File: config.mk
export PLATFORM = sky130hd
export DESIGN_NAME = instr_sequencer
export DESIGN_NICKNAME = d
export VERILOG_FILES = /design/src/rtl/bb_pkg.sv /design/src/rtl/seq_fifo.sv /design/src/rtl/instr_sequencer.sv
export SDC_FILE = /design/constraint.sdc
export NUM_CORES = 1
export LEC_CHECK = 0
export BUFFER_PORTS_ARGS = -buffer_cell sky130_fd_sc_hd__buf_2
export CAP_MARGIN = 20
export CORE_AREA = 2 2 100 102
export CTS_CLUSTER_SIZE = 28
export DETAILED_ROUTE_END_ITERATION = 16
export DIE_AREA = 0 0 102 104
export HOLD_SLACK_MARGIN = 0.15
export PLACE_DENSITY = 0.61
export SLEW_MARGIN = 0
export SYNTH_ARGS = -nofsm -noshare
export SYNTH_HDL_FRONTEND = slang
export SYNTH_SLANG_ARGS = --single-unit
File: constraint.sdc
create_clock -name CLKb -period 2.7 [get_ports CLKb]
set_input_delay 0.54 -clock CLKb [delete_from_list [all_inputs] [get_ports CLKb]]
set_output_delay 0.54 -clock CLKb [all_outputs]
set_load 0.005 [all_outputs]
File: src/rtl/bb_pkg.sv
// Shared definitions for the instruction sequencer: word width, sequencer
// state encoding and the opcode field positions of a program word.
package bb_pkg;

  localparam int WORD_W = 10;

  // Opcode fields of a 10-bit program word.
  localparam int MODE_HI = 9;
  localparam int MODE_LO = 8;
  localparam int FUNC_HI = 3;
  localparam int FUNC_LO = 0;
  localparam logic [3:0] FN_LD = 4'b0000;

  typedef enum logic [2:0] {
    S_IDLE  = 3'd0,
    S_FETCH = 3'd1,
    S_EXEC  = 3'd2,
    S_STALL = 3'd3,
    S_ERROR = 3'd4
  } seq_state_t;

  function automatic logic [1:0] word_mode(input logic [WORD_W-1:0] w);
    return w[MODE_HI:MODE_LO];
  endfunction

  function automatic logic [3:0] word_func(input logic [WORD_W-1:0] w);
    return w[FUNC_HI:FUNC_LO];
  endfunction

endpackage

File: src/rtl/seq_fifo.sv
// Program buffer for the instruction sequencer: DEPTH x WORD_W circular
// buffer with registered pointers and occupancy count. Storage itself is
// not reset; only pointers and count are.
module seq_fifo
  import bb_pkg::*;
#(
  parameter int DEPTH = 8,
  parameter int CW    = $clog2(DEPTH) + 1
) (
  input  logic              i_clk,
  input  logic              i_rst_n,
  input  logic              i_push,
  input  logic [WORD_W-1:0] i_wdata,
  input  logic              i_pop,
  output logic [WORD_W-1:0] o_rdata,
  output logic [CW-1:0]     o_count,
  output logic              o_full,
  output logic              o_empty
);

  localparam int AW = $clog2(DEPTH);

  logic [WORD_W-1:0] r_mem [DEPTH];
  logic [AW-1:0]     r_rptr;
  logic [AW-1:0]     r_wptr;
  logic [CW-1:0]     r_count;
  logic              w_pop_ok;
  logic              w_push_ok;

  // A pop needs a word present. A push needs a free slot, except that a
  // push landing together with a pop reuses the slot being freed, so a full
  // buffer stays full and the count is unchanged.
  assign w_pop_ok  = i_pop && (r_count != '0);
  assign w_push_ok = i_push && ((r_count != CW'(DEPTH)) || w_pop_ok);

  // Storage write; contents need no reset.
  always_ff @(posedge i_clk) begin
    if (w_push_ok) r_mem[r_wptr] <= i_wdata;
  end

  // Pointer and count update; pointers wrap naturally modulo DEPTH.
  always_ff @(posedge i_clk) begin
    if (!i_rst_n) begin
      r_rptr  <= '0;
      r_wptr  <= '0;
      r_count <= '0;
    end else begin
      if (w_push_ok) r_wptr <= r_wptr + AW'(1);
      if (w_pop_ok)  r_rptr <= r_rptr + AW'(1);
      case ({w_push_ok, w_pop_ok})
        2'b10:   r_count <= r_count + CW'(1);
        2'b01:   r_count <= r_count - CW'(1);
        default: r_count <= r_count;
      endcase
    end
  end

  assign o_rdata = r_mem[r_rptr];
  assign o_count = r_count;
  assign o_full  = (r_count == CW'(DEPTH));
  assign o_empty = (r_count == '0);

endmodule

File: src/rtl/instr_sequencer.sv
// Instruction sequencer: buffers program words and feeds them to a
// processor one timestep at a time, issuing a one-cycle STEP enable.
// Optional macro INSTR_SEQUENCER_SINGLE_STEP_EN adds input STEP_REQ; when
// defined, FETCH/EXEC issue STEP only in cycles where STEP_REQ=1.
//
// Handshake: a write is WR_EN (valid) against !FULL (ready); a word is
// taken when WR_EN=1 at a rising edge and FULL=0, or when the buffer is
// being popped in the same cycle. Writes offered while full otherwise are
// dropped. A STEP pulse is the consume strobe for the word on DATA_OUT.
module instr_sequencer
  import bb_pkg::*;
#(
  parameter int DEPTH   = 8,
  parameter int TIMEOUT = 4
) (
  input  logic              CLKb,
  input  logic              RSTn,
  input  logic              WR_EN,
  input  logic [WORD_W-1:0] WR_DATA,
  input  logic              START,
  input  logic              EXT,
  input  logic              DONE,
`ifdef INSTR_SEQUENCER_SINGLE_STEP_EN
  input  logic              STEP_REQ,
`endif
  output logic [WORD_W-1:0] DATA_OUT,
  output logic              STEP,
  output logic              FULL,
  output logic              EMPTY,
  output logic              BUSY,
  output logic              ERR,
  output seq_state_t        DBG_STATE
);

  localparam int CW  = $clog2(DEPTH) + 1;
  localparam int SCW = $clog2(TIMEOUT + 1);
  // The step counter tracks EXEC steps only; the FETCH step is the first
  // of the instruction, so an undone EXEC step taken with the counter at
  // TIMEOUT-2 is the TIMEOUT-th step overall and faults.
  localparam logic [SCW-1:0] STEP_LIMIT = SCW'(TIMEOUT - 2);

  seq_state_t        r_state;
  logic [SCW-1:0]    r_step_cnt;
  logic              r_err;

  logic [WORD_W-1:0] w_head;
  logic [CW-1:0]     w_count;
  logic              w_full;
  logic              w_empty;
  logic              w_go;
  logic              w_step;
  logic              w_pop;
  logic [WORD_W-1:0] w_data;
  logic              w_remain;

`ifdef INSTR_SEQUENCER_SINGLE_STEP_EN
  assign w_go = STEP_REQ;
`else
  assign w_go = 1'b1;
`endif

  seq_fifo #(
    .DEPTH (DEPTH),
    .CW    (CW)
  ) u_fifo (
    .i_clk   (CLKb),
    .i_rst_n (RSTn),
    .i_push  (WR_EN),
    .i_wdata (WR_DATA),
    .i_pop   (w_pop),
    .o_rdata (w_head),
    .o_count (w_count),
    .o_full  (w_full),
    .o_empty (w_empty)
  );

  // Word left in the buffer once this cycle's pop (if any) is taken.
  assign w_remain = (w_count > {{(CW-1){1'b0}}, w_pop});

  // Step, pop and data-out decode from the current state and inputs.
  always_comb begin
    w_step = 1'b0;
    w_pop  = 1'b0;
    w_data = '0;
    case (r_state)
      S_FETCH: begin
        w_step = w_go;
        w_pop  = w_go;
        w_data = w_head;
      end
      S_EXEC: begin
        if (!(EXT && w_empty)) begin
          w_step = w_go;
          w_pop  = w_go && EXT;
          if (EXT) w_data = w_head;
        end
      end
      default: begin
        w_step = 1'b0;
      end
    endcase
  end

  // Sequencer FSM, step counter and sticky fault flag.
  always_ff @(posedge CLKb) begin
    if (!RSTn) begin
      r_state    <= S_IDLE;
      r_step_cnt <= '0;
      r_err      <= 1'b0;
    end else begin
      case (r_state)
        S_IDLE: begin
          if (START && !w_empty) r_state <= S_FETCH;
        end
        S_FETCH: begin
          if (w_go) begin
            r_step_cnt <= '0;
            r_state    <= S_EXEC;
          end
        end
        S_EXEC: begin
          if (EXT && w_empty) begin
            r_state <= S_STALL;
          end else if (w_go) begin
            if (DONE) begin
              r_state <= w_remain ? S_FETCH : S_IDLE;
            end else if (r_step_cnt == STEP_LIMIT) begin
              r_state <= S_ERROR;
              r_err   <= 1'b1;
            end else begin
              r_step_cnt <= r_step_cnt + SCW'(1);
            end
          end
        end
        S_STALL: begin
          if (!w_empty) r_state <= S_EXEC;
        end
        S_ERROR: begin
          r_err <= 1'b1;
        end
        default: begin
          r_state <= S_IDLE;
        end
      endcase
    end
  end

  assign DATA_OUT  = w_data;
  assign STEP      = w_step;
  assign FULL      = w_full;
  assign EMPTY     = w_empty;
  assign BUSY      = (r_state != S_IDLE);
  assign ERR       = r_err;
  assign DBG_STATE = r_state;

endmodule

Word level (Yosys, flattened, before mapping)
Memories as Yosys holds them, arrays and structs flattened. A register that Yosys moved wholly into a read port is not among the register bits.
Index checks and enable logic that the tools add are counted.
{"block": "totals", "wordCells": 73, "latchBits": 0, "ff_bits": 17, "memories": 1, "ram_bits": 80, "out_inout_bits": 18, "inputBits": 16, "mem_bits_ro": 0}
{"block": "classes", "bitwise_logic": 1, "mul": 0, "muxes": 27, "div": 0, "n_addsub": 5, "n_eq_ne": 16, "magnitude_cmp": 1, "shift": 0, "n_reduce_logical": 16}
{"name": "u_fifo.r_mem", "depth": 8, "word_bits": 10, "rd": 1, "rd_ports_with_merged_regs": 1, "write_ports": 1, "line_no": "seq_fifo.sv:23", "source": "logic [WORD_W-1:0] r_mem [DEPTH];"}
{"op": "two-way mux 3 bit", "count": 10}
{"op": "two-way mux 10 bit", "count": 2}
{"op": "one-hot mux 10 bit (2 select lines)", "count": 1}
{"op": "one-hot mux 3 bit (5 select lines)", "count": 1}
{"op": "inequality test 2 bit, second input constant", "count": 6}
{"op": "AND reduction 4 bit", "count": 3}
{"op": "adder 3 x 1 -> 3 bit, second input constant", "count": 3}
{"op": "equality test 3 x 2 -> 1 bit, second input constant", "count": 3}
{"op": "two-way mux 1 bit", "count": 8}
{"op": "inequality test 4 bit, second input constant", "count": 2}
{"op": "one-hot mux 4 bit (2 select lines)", "count": 1}
{"op": "one-hot mux 1 bit (2 select lines)", "count": 3}
{"op": "one-hot mux 3 bit (2 select lines)", "count": 1}
{"op": "nonzero test 2 bit", "count": 3}
{"op": "adder 4 x 1 -> 4 bit, second input constant", "count": 1}
{"op": "equality test 4 bit, second input constant", "count": 1}
{"op": "greater-than comparator 4 x 1 -> 1 bit", "count": 1}
{"op": "logical AND 1 bit", "count": 4}
{"op": "logical NOT 4 bit", "count": 1}
{"op": "nonzero test 4 bit", "count": 1}
{"op": "subtractor 4 x 1 -> 4 bit, second input constant", "count": 1}
{"op": "equality test 3 x 1 -> 1 bit, second input constant", "count": 1}
{"op": "equality test 3 bit, second input constant", "count": 1}
{"op": "logical NOT 3 bit", "count": 1}
{"op": "other kinds (6)", "count": 6}

Depth between registers and ports, before layout
Gate-level depths: netlist of the first run.
{"block": "depth", "depth_word": 9, "depth_mapped": 12, "depth_no_buf": 10}

Hierarchy
Synthesis of the first run repeated with hierarchy kept, for this count alone.
{"block": "hier_totals", "hier_cells": 258, "area_unflattened_um2": 4235.3}
{"mod": "seq_fifo", "cells_each": 189, "instances": 1, "area_each_um2": 3682.3}
{"mod": "instr_sequencer", "cells_each": 69, "instances": 1, "area_each_um2": 553.0}

Worst setup path before layout of the first run
OpenSTA, ideal clock, no wires.
{"block": "synth_timing", "path_type": "input-to-reg", "start": "in EXT", "end": "mem u_fifo.r_mem[0][0], enable pin", "slack_ns": 0.266, "arrival_ns": 2.030, "required_time_ns": 2.296, "path_stages": 4, "n_path_buf": 0, "path_cell_list": "nand3b_1 > a21oi_2 > o21ai_2 > nor4_1"}
{"block": "synth_between", "elab_chain_len": 8}
{"element": "start, declared", "line_no": "instr_sequencer.sv:21", "source": "input logic EXT,"}
{"element": "logical AND 1 bit", "line_no": "instr_sequencer.sv:92", "source": "if (!(EXT && w_empty)) begin"}
{"element": "two-way mux 1 bit *", "line_no": "instr_sequencer.sv:92"}
{"element": "one-hot mux 1 bit (2 select lines) *", "line_no": "instr_sequencer.sv:85", "source": "case (r_state)"}
{"element": "logical AND 1 bit *", "line_no": "seq_fifo.sv:33", "source": "assign w_pop_ok = i_pop && (r_count != '0);"}
{"element": "logical OR 1 bit *", "line_no": "seq_fifo.sv:34", "source": "assign w_push_ok = i_push && ((r_count != CW'(DEPTH)) || w_pop_ok);"}
{"element": "logical AND 1 bit *", "line_no": "seq_fifo.sv:34"}
{"element": "two-way mux 1 bit *", "line_no": "seq_fifo.sv:38", "source": "if (w_push_ok) r_mem[r_wptr] <= i_wdata;"}
{"element": "two-way mux 1 bit (not written as such) *", "line_no": "seq_fifo.sv:38"}
{"element": "end, declared", "line_no": "seq_fifo.sv:23"}
Mark *: on every way between the ends. The rest lies on a longest branch, timed or not.

Worst setup path in the final report of the first run
{"block": "layout_timing", "start": "reg r_state[2] (netlist: DBG_STATE[2])", "end": "out DATA_OUT[4]"}
{"block": "layout_between", "elab_chain_len": 2, "word_cells_on_any_way": 3, "classes_between": "2 x eq/ne; 1 x mux"}
{"element": "start, declared", "line_no": "instr_sequencer.sv:42", "source": "seq_state_t r_state;"}
{"element": "start signal, assigned", "line_no": "instr_sequencer.sv:126", "source": "r_state <= w_remain ? S_FETCH : S_IDLE;"}
{"element": "equality test 3 x 2 -> 1 bit or equality test 3 x 1 -> 1 bit (tied branches)", "line_no": "instr_sequencer.sv:85"}
{"element": "one-hot mux 10 bit (2 select lines) *", "line_no": "instr_sequencer.sv:85"}
{"element": "end, declared", "line_no": "instr_sequencer.sv:26", "source": "output logic [WORD_W-1:0] DATA_OUT,"}
Marks and branches as above.

==> run metrics, run 1 <==
outcome finished clean; ratio of cells with drive above 1 in the final layout 0.3135; final-report max-slew violation count 0; proportion of synthesized chip area in sequential cells 0.6645; input/output buffers 33; maximum clock path buffer count 2; core box area 9549 sq um; master cell of the clock root buffer sky130_fd_sc_hd__clkbuf_8; Initial Utilization 0.4417; number of nets in the finished design 338; main flop type after synthesis sky130_fd_sc_hd__edfxtp_1; number of distinct library cells after synthesis 50; total number of H-tree levels 3; max-capacitance violation count 0; cell-internal power 2652 uW; routed wl met3 198 microns; minimum clock period 2423 ps; vias in the first global route 2279; largest net degree at the start of global routing 21; startpoint type of the worst setup path flop; most area-hungry cell type in the Yosys netlist sky130_fd_sc_hd__edfxtp_1; Worst Clk Skew 13.47 ps; # setup viols final 0; Vias 2295; net switching fraction of the power 0.3046; worst hold-check path type input pin to flop; sort of element at the end of the critical path output pin; switching pwr 1162 uW; area added between synthesis and finish 14.30%; post-synthesis sequential element count 100; Post-Synthesis Net Count 287; GR Util All Layers 0.1562; DPL Wire Length 4858 microns; vias per inst 5.077; fmax 412.7 MHz; Total Neg Setup Slack 0 ps; Starting DRT DRC Count 100; number of top-level design ports 34; most common library cell in the layout ignoring fill and taps sky130_fd_sc_hd__edfxtp_1; Avg Cell Area, Syn 16.04 sq um; warnings from Yosys 0; global placer's final weighted congestion 0.7586; pin slew with the least headroom to its limit 529.8 ps; gate count after technology mapping 263; critical path data arrival time 1880 ps; post-layout util 0.5048; unrepaired setup endpoints after global routing no; routed length per placed instance 17.00 microns; clock-pin slew reported for the worst setup and hold paths after clock tree synthesis 110 ps; clock network fraction of design power 0.234; Leak Pwr 0.001664 uW; headroom to the max-slew limit 0.6463; global-route wire length before repair 12400 microns; Seq pwr share 0.485; max layer used met4; area of the mapped netlist 4218 sq um; worst path required time 2160 ps; latest clock arrival within the worst-skew pair 360 ps; final cycle utilization of the critical path 0.8974; cells traversed along the worst timing path clkinv_1 -> nand2_1 -> buf_4 -> nor2_1 -> buf_2; cell row count 36; CTS tree yes; portion of total power attributed to combinational logic 0.281; Critical-path top delay cell sky130_fd_sc_hd__dfxtp_1; sum of met2 wire segment lengths after detailed routing 3531 microns; remaining global-route overflow 0; async set or reset register ratio after synthesis 0; n_diodes 0; startpoint-to-endpoint class of the critical path flop to output pin; number of antenna violations at the first check in global routing 0; EDFF count, synth 80; number of buffers inserted during clock tree synthesis 9; Power Total 3814 uW; biggest cell delay along the critical path 600 ps; die area 10610 sq um; hold bufs inserted after CTS 0; area share of the leading cell type in the synthesized netlist 0.5696; maximum fanout encountered on the critical timing path 12; total clock sinks 100; commonest cells after routing, fill and taps aside sky130_fd_sc_hd__edfxtp_1, sky130_fd_sc_hd__buf_2, sky130_fd_sc_hd__nor2_1; DRC violations left 0; vertical die dimension 104 microns; Power Dens Cells 791.1 nW/um^2; routed wire length 7683 microns; detailed-routing iteration count for the pre-antenna-repair pass 4; hold violation total from the final report 0; maximum vdd ir drop 0.3025 mV; cell types occupying the most area after synthesis sky130_fd_sc_hd__edfxtp_1, sky130_fd_sc_hd__mux4_2, sky130_fd_sc_hd__dfxtp_1; antenna-violating nets left 0; die width 102 microns; routed length on met1 3826 microns
==> sequential cells by signal, indices dropped and copies added (netlist names), named ones only <==
register        flops
u_fifo.r_mem       80
u_fifo.o_count      4
DBG_STATE           3
r_step_cnt          3
u_fifo.r_rptr       3
u_fifo.r_wptr       3
ERR                 1
==> through the flow <==
| stage | setup slack [ps] | hold WS, ps | cells | area (sq um) |
|---|---|---|---|---|
| after floorplan | 266.4 | 439.5 | 263 | 4218 |
| after detailed placement | 184.4 | 449.8 | 434 | 4622 |
| after CTS | 66.49 | 426.8 | 450 | 4806 |
| after global routing | 84.00 | 430.4 | 452 | 4821 |
| final | 276.9 | 438.9 | 452 | 4821 |
| after global placement | 249.9 | 454.8 | 434 | 4622 |
==> cells in the mapped netlist (2+ instances only) <==
master and number:
sky130_fd_sc_hd__edfxtp_1 80, sky130_fd_sc_hd__nor2_1 26, sky130_fd_sc_hd__dfxtp_1 20, sky130_fd_sc_hd__mux4_2 20
sky130_fd_sc_hd__mux2i_1 13, sky130_fd_sc_hd__ha_1 8, sky130_fd_sc_hd__buf_2 7, sky130_fd_sc_hd__nand2_1 7
sky130_fd_sc_hd__nand2b_1 7, sky130_fd_sc_hd__xor2_1 7, sky130_fd_sc_hd__nor3_1 6, sky130_fd_sc_hd__inv_1 5
sky130_fd_sc_hd__a21oi_1 4, sky130_fd_sc_hd__a211oi_1 3, sky130_fd_sc_hd__a21oi_2 3, sky130_fd_sc_hd__clkbuf_1 3
sky130_fd_sc_hd__nand3b_1 3, sky130_fd_sc_hd__o21ai_0 3, sky130_fd_sc_hd__o21ai_1 3, sky130_fd_sc_hd__clkinv_1 2
sky130_fd_sc_hd__o21ai_2 2, sky130_fd_sc_hd__or3_1 2, sky130_fd_sc_hd__xnor2_1 2
==> worst max-delay path: cells and delay by family, from the launching register on <==
kind | cells | cell delay, ps
flops | 1 | 600
buf+inv | 3 | 650
simple gates | 2 | 280
==> final timing paths <==
check | startpoint | to | slack [ps] | cells past startpoint
max | DBG_STATE[2] | DATA_OUT[4] | 280 | 5
min | WR_DATA[5] | u_fifo.r_mem[7][5] | 440 | 1
max reg2reg | DBG_STATE[1] | u_fifo.o_count[2] | 310 | 10
min reg2reg | r_step_cnt[0] | r_step_cnt[0] | 460 | 1
==> routing by layer <==
metal,track usage,vias up
met2,0.2312,37
li1,-,1113
met3,0.02890,11
met5,0,-
met1,0.2295,1134
met4,0.06000,0
==> timing repair <==
action,4_1_cts,5_1_grt
resized for setup,0,0
setup endpoints to repair,0,10
buffers inserted,0,2
==> cells by family (layout without fill, tap and decap cells) <==
| group | Yosys count | in the layout | synth area share |
|---|---|---|---|
| buf+inv | 21 | 77 | 0.02343 |
| mux | 33 | 33 | 0.1376 |
| flops | 100 | 100 | 0.6645 |
| compound gates | 31 | 31 | 0.05607 |
| xor+xnor | 9 | 9 | 0.01869 |
| simple gates | 61 | 61 | 0.07594 |
| fa+ha+maj | 8 | 8 | 0.02373 |
==> power by group through the flow <==
stage / registers, uW / logic, uW / clock network [uW]
after floorplan: 1840 / 781 / 0
after global placement: 1880 / 1030 / 0
after detailed placement: 1880 / 1040 / 0
after CTS: 1850 / 1050 / 924
after global routing: 1860 / 1190 / 982
final: 1850 / 1070 / 893
==> final cells by class <==
cell class / instances / area (sq um)
Fill cell: 846 / 4728
Sequential cell: 100 / 2803
Multi-Input combinational cell: 142 / 1323
Timing Repair Buffer: 53 / 315.3
Tap cell: 133 / 166.4
Clock buffer: 10 / 127.6
Clock inverter: 6 / 56.30
Inverter: 8 / 30.03
No activity file was read; power rests on OpenSTA's default activity.
==> inputs of run 2 (changes only) <==
--- a/config.mk
+++ b/config.mk
@@ -12,7 +12,7 @@
 export DETAILED_ROUTE_END_ITERATION = 16
 export DIE_AREA = 0 0 102 104
 export HOLD_SLACK_MARGIN = 0.15
-export PLACE_DENSITY = 0.61
+export PLACE_DENSITY = 0.67
 export SLEW_MARGIN = 0
 export SYNTH_ARGS = -nofsm -noshare
 export SYNTH_HDL_FRONTEND = slang
==> run 2 against run 1 <==
Die area is the same; final area grew 0.36%; largest power group unchanged; utilization grew 0.18 points; first-iteration DRC count grew 51%; critical path type unchanged; clock power is essentially flat; routed wire length shrank 0.81%; critical path depth is the same; hold slack lost 8.9 ps; largest cell class unchanged; clock skew shrank 1.2 ps.
==> run metrics, run 2 (same netlist as run 1, synthesis figures left out) <==
outcome finished clean; antenna-violating nets left 0 (unchanged); origin of the critical flop-to-flop path DBG_STATE[1]; routed wire length 7621 microns (-0.81%); filler cell count in the final layout 821 (-3.0%); detailed-routing iteration count for the pre-antenna-repair pass 4 (unchanged); die width 102 microns (unchanged); n_diodes 0 (unchanged); number of top-level design ports 34 (unchanged); GR Util All Layers 0.1577 (+0.001497); switching pwr 1175 uW (+1.2%); Seq pwr share 0.480 (-0.005); hold bufs inserted after CTS 0 (unchanged); Setup Buffers After CTS 0 (unchanged); master cell of the clock root buffer sky130_fd_sc_hd__clkbuf_8; fmax 411.4 MHz (-0.31%); met1 usage 0.2155 (-0.01399); Power Total 3869 uW (+1.5%); worst hold-check path type input pin to flop; clock network fraction of design power 0.231 (-0.003); net switching fraction of the power 0.3038 (-0.0007829); Worst Clk Skew 12.29 ps (-1.181 ps); most common library cell in the layout ignoring fill and taps sky130_fd_sc_hd__edfxtp_1; Power Dens Cells 799.7 nW/um^2 (+1.1%); portion of total power attributed to combinational logic 0.289 (+0.008); Initial Utilization 0.4417 (unchanged); area taken by flip-flops and latches 2803 sq um (unchanged); Leak Pwr 0.001666 uW (+0.11%); flip-flop count of the largest register, all copies and words added 80 (unchanged); routing usage on met3 0.04503 (+0.01613); latest clock arrival within the worst-skew pair 370 ps (about the same); remaining global-route overflow 0 (unchanged); cell row count 36 (unchanged); worst path required time 2160 ps (about the same); cell count along the critical path 5 (unchanged); crit path from DBG_STATE[2]; number of buffers inserted during clock tree synthesis 9 (unchanged); final-report max-slew violation count 0 (unchanged); Starting DRT DRC Count 151 (+51%); FF-to-FF setup slack 310 ps (about the same); endpoint of the most critical register-to-register path u_fifo.o_count[2]; cells traversed along the worst timing path clkinv_1 -> nand2_1 -> buf_4 -> nor2_1 -> buf_2; routed length per placed instance 16.86 microns (-0.81%); post-CTS resize count 0 (unchanged); Critical-path top delay cell sky130_fd_sc_hd__dfxtp_1; minimum clock period 2430 ps (+7.414 ps); ratio of cells with drive above 1 in the final layout 0.3135 (unchanged); critical path's top delay family buffers and inverters; maximum fanout encountered on the critical timing path 12 (unchanged); hold violation total from the final report 0 (unchanged); area of the multi-input gates 1323 sq um (unchanged); total clock sinks 100 (unchanged); largest net degree at the start of global routing 21 (unchanged); critical path data arrival time 1890 ps (about the same); die area 10610 sq um (unchanged); core box area 9549 sq um (unchanged); Total Neg Setup Slack 0 ps (unchanged); commonest cells after routing, fill and taps aside sky130_fd_sc_hd__edfxtp_1, sky130_fd_sc_hd__buf_2, sky130_fd_sc_hd__nor2_1; Vias 2340 (+2.0%); critical path buffer and inverter count 3 (unchanged); sort of element at the end of the critical path output pin; pin slew with the least headroom to its limit 464.6 ps (-65.13 ps); headroom to the max-slew limit 0.6899 (+0.04356); final cycle utilization of the critical path 0.9002 (+0.002746); clock-pin slew reported for the worst setup and hold paths after clock tree synthesis 100 ps (about the same); startpoint-to-endpoint class of the critical path flop to output pin; worst setup path endpoint DATA_OUT[1]; met2 usage in global routing 0.2411 (+0.009868); vertical die dimension 104 microns (unchanged); total number of H-tree levels 3 (unchanged); vias per inst 5.177 (+2.0%); global placer's final weighted congestion 0.7968 (+5.0%); CTS tree yes; cell-internal power 2694 uW (+1.6%); # setup viols final 0 (unchanged); number of cells on the worst reg-to-reg path 10 (unchanged); maximum vdd ir drop 0.2998 mV (-0.91%); DRC violations left 0 (unchanged); most utilized layer in the global route result met2; DPL Wire Length 4789 microns (-1.4%); largest register by flop count u_fifo.r_mem; global-route wire length before repair 12360 microns (-0.34%); input/output buffers 33 (unchanged); biggest cell delay along the critical path 600 ps (about the same); area added between synthesis and finish 14.71%; number of nets in the finished design 338 (unchanged); max-capacitance violation count 0 (unchanged); unrepaired setup endpoints after global routing no; number of antenna violations at the first check in global routing 0 (unchanged); vias in the first global route 2367 (+3.9%); startpoint type of the worst setup path flop; maximum clock path buffer count 2 (unchanged)
-- run 2: changes by cell type in the layout (fill, tap and decap cells not counted), sizes merged --
cell	delta
clkinv	+2
inv	-2
-- run 2: area by class of cell --
class                           count  area share
Clock buffer                       10     0.02638
Timing Repair Buffer               53     0.06775
Clock inverter                      6     0.01267
Sequential cell                   100      0.5793
Inverter                            8    0.006206
Multi-Input combinational cell    142      0.2733
Tap cell                          133     0.03439
-- run 2: how the worst min path moves through the flow --
stage	from	endpoint	depth (start not counted)
final	WR_DATA[3]	u_fifo.r_mem[5][3]	1
after global routing	WR_DATA[0]	u_fifo.r_mem[2][0]	1
after CTS	WR_DATA[8]	u_fifo.r_mem[5][8]	1
after detailed placement	ERR	ERR	1
after global placement	ERR	ERR	1
after floorplan	r_step_cnt[0]	r_step_cnt[0]	1
-- run 2: power by group through the flow --
stage,sequential (uW),combinational [uW],clock [uW]
floorplan,1840,781,0
global placement,1890,1030,0
detailed placement,1890,1050,0
CTS,1860,1050,926
global route,1870,1250,984
finish,1860,1120,893
-- run 2: stage by stage --
stage | setup slack [ps] | hold slack (ps) | util | std cells | instance area [sq um]
6_report | 269.5 | 430.0 | 0.5067 | 452 | 4838
5_1_grt | 50.62 | 424.7 | 0.5067 | 452 | 4838
4_1_cts | 22.69 | 409.9 | 0.5035 | 448 | 4808
3_5_place_dp | 181.7 | 460.2 | 0.4838 | 432 | 4619
3_3_place_gp | 251.5 | 445.6 | 0.4838 | 432 | 4619
2_1_floorplan | 266.4 | 439.5 | - | 263 | 4218
-- run 2: metal layers --
metal,vias to the layer above,share of wire
met5,-,0
met2,42,0.50
met1,1179,0.45
met3,10,0.039
li1,1109,-
met4,0,0.016
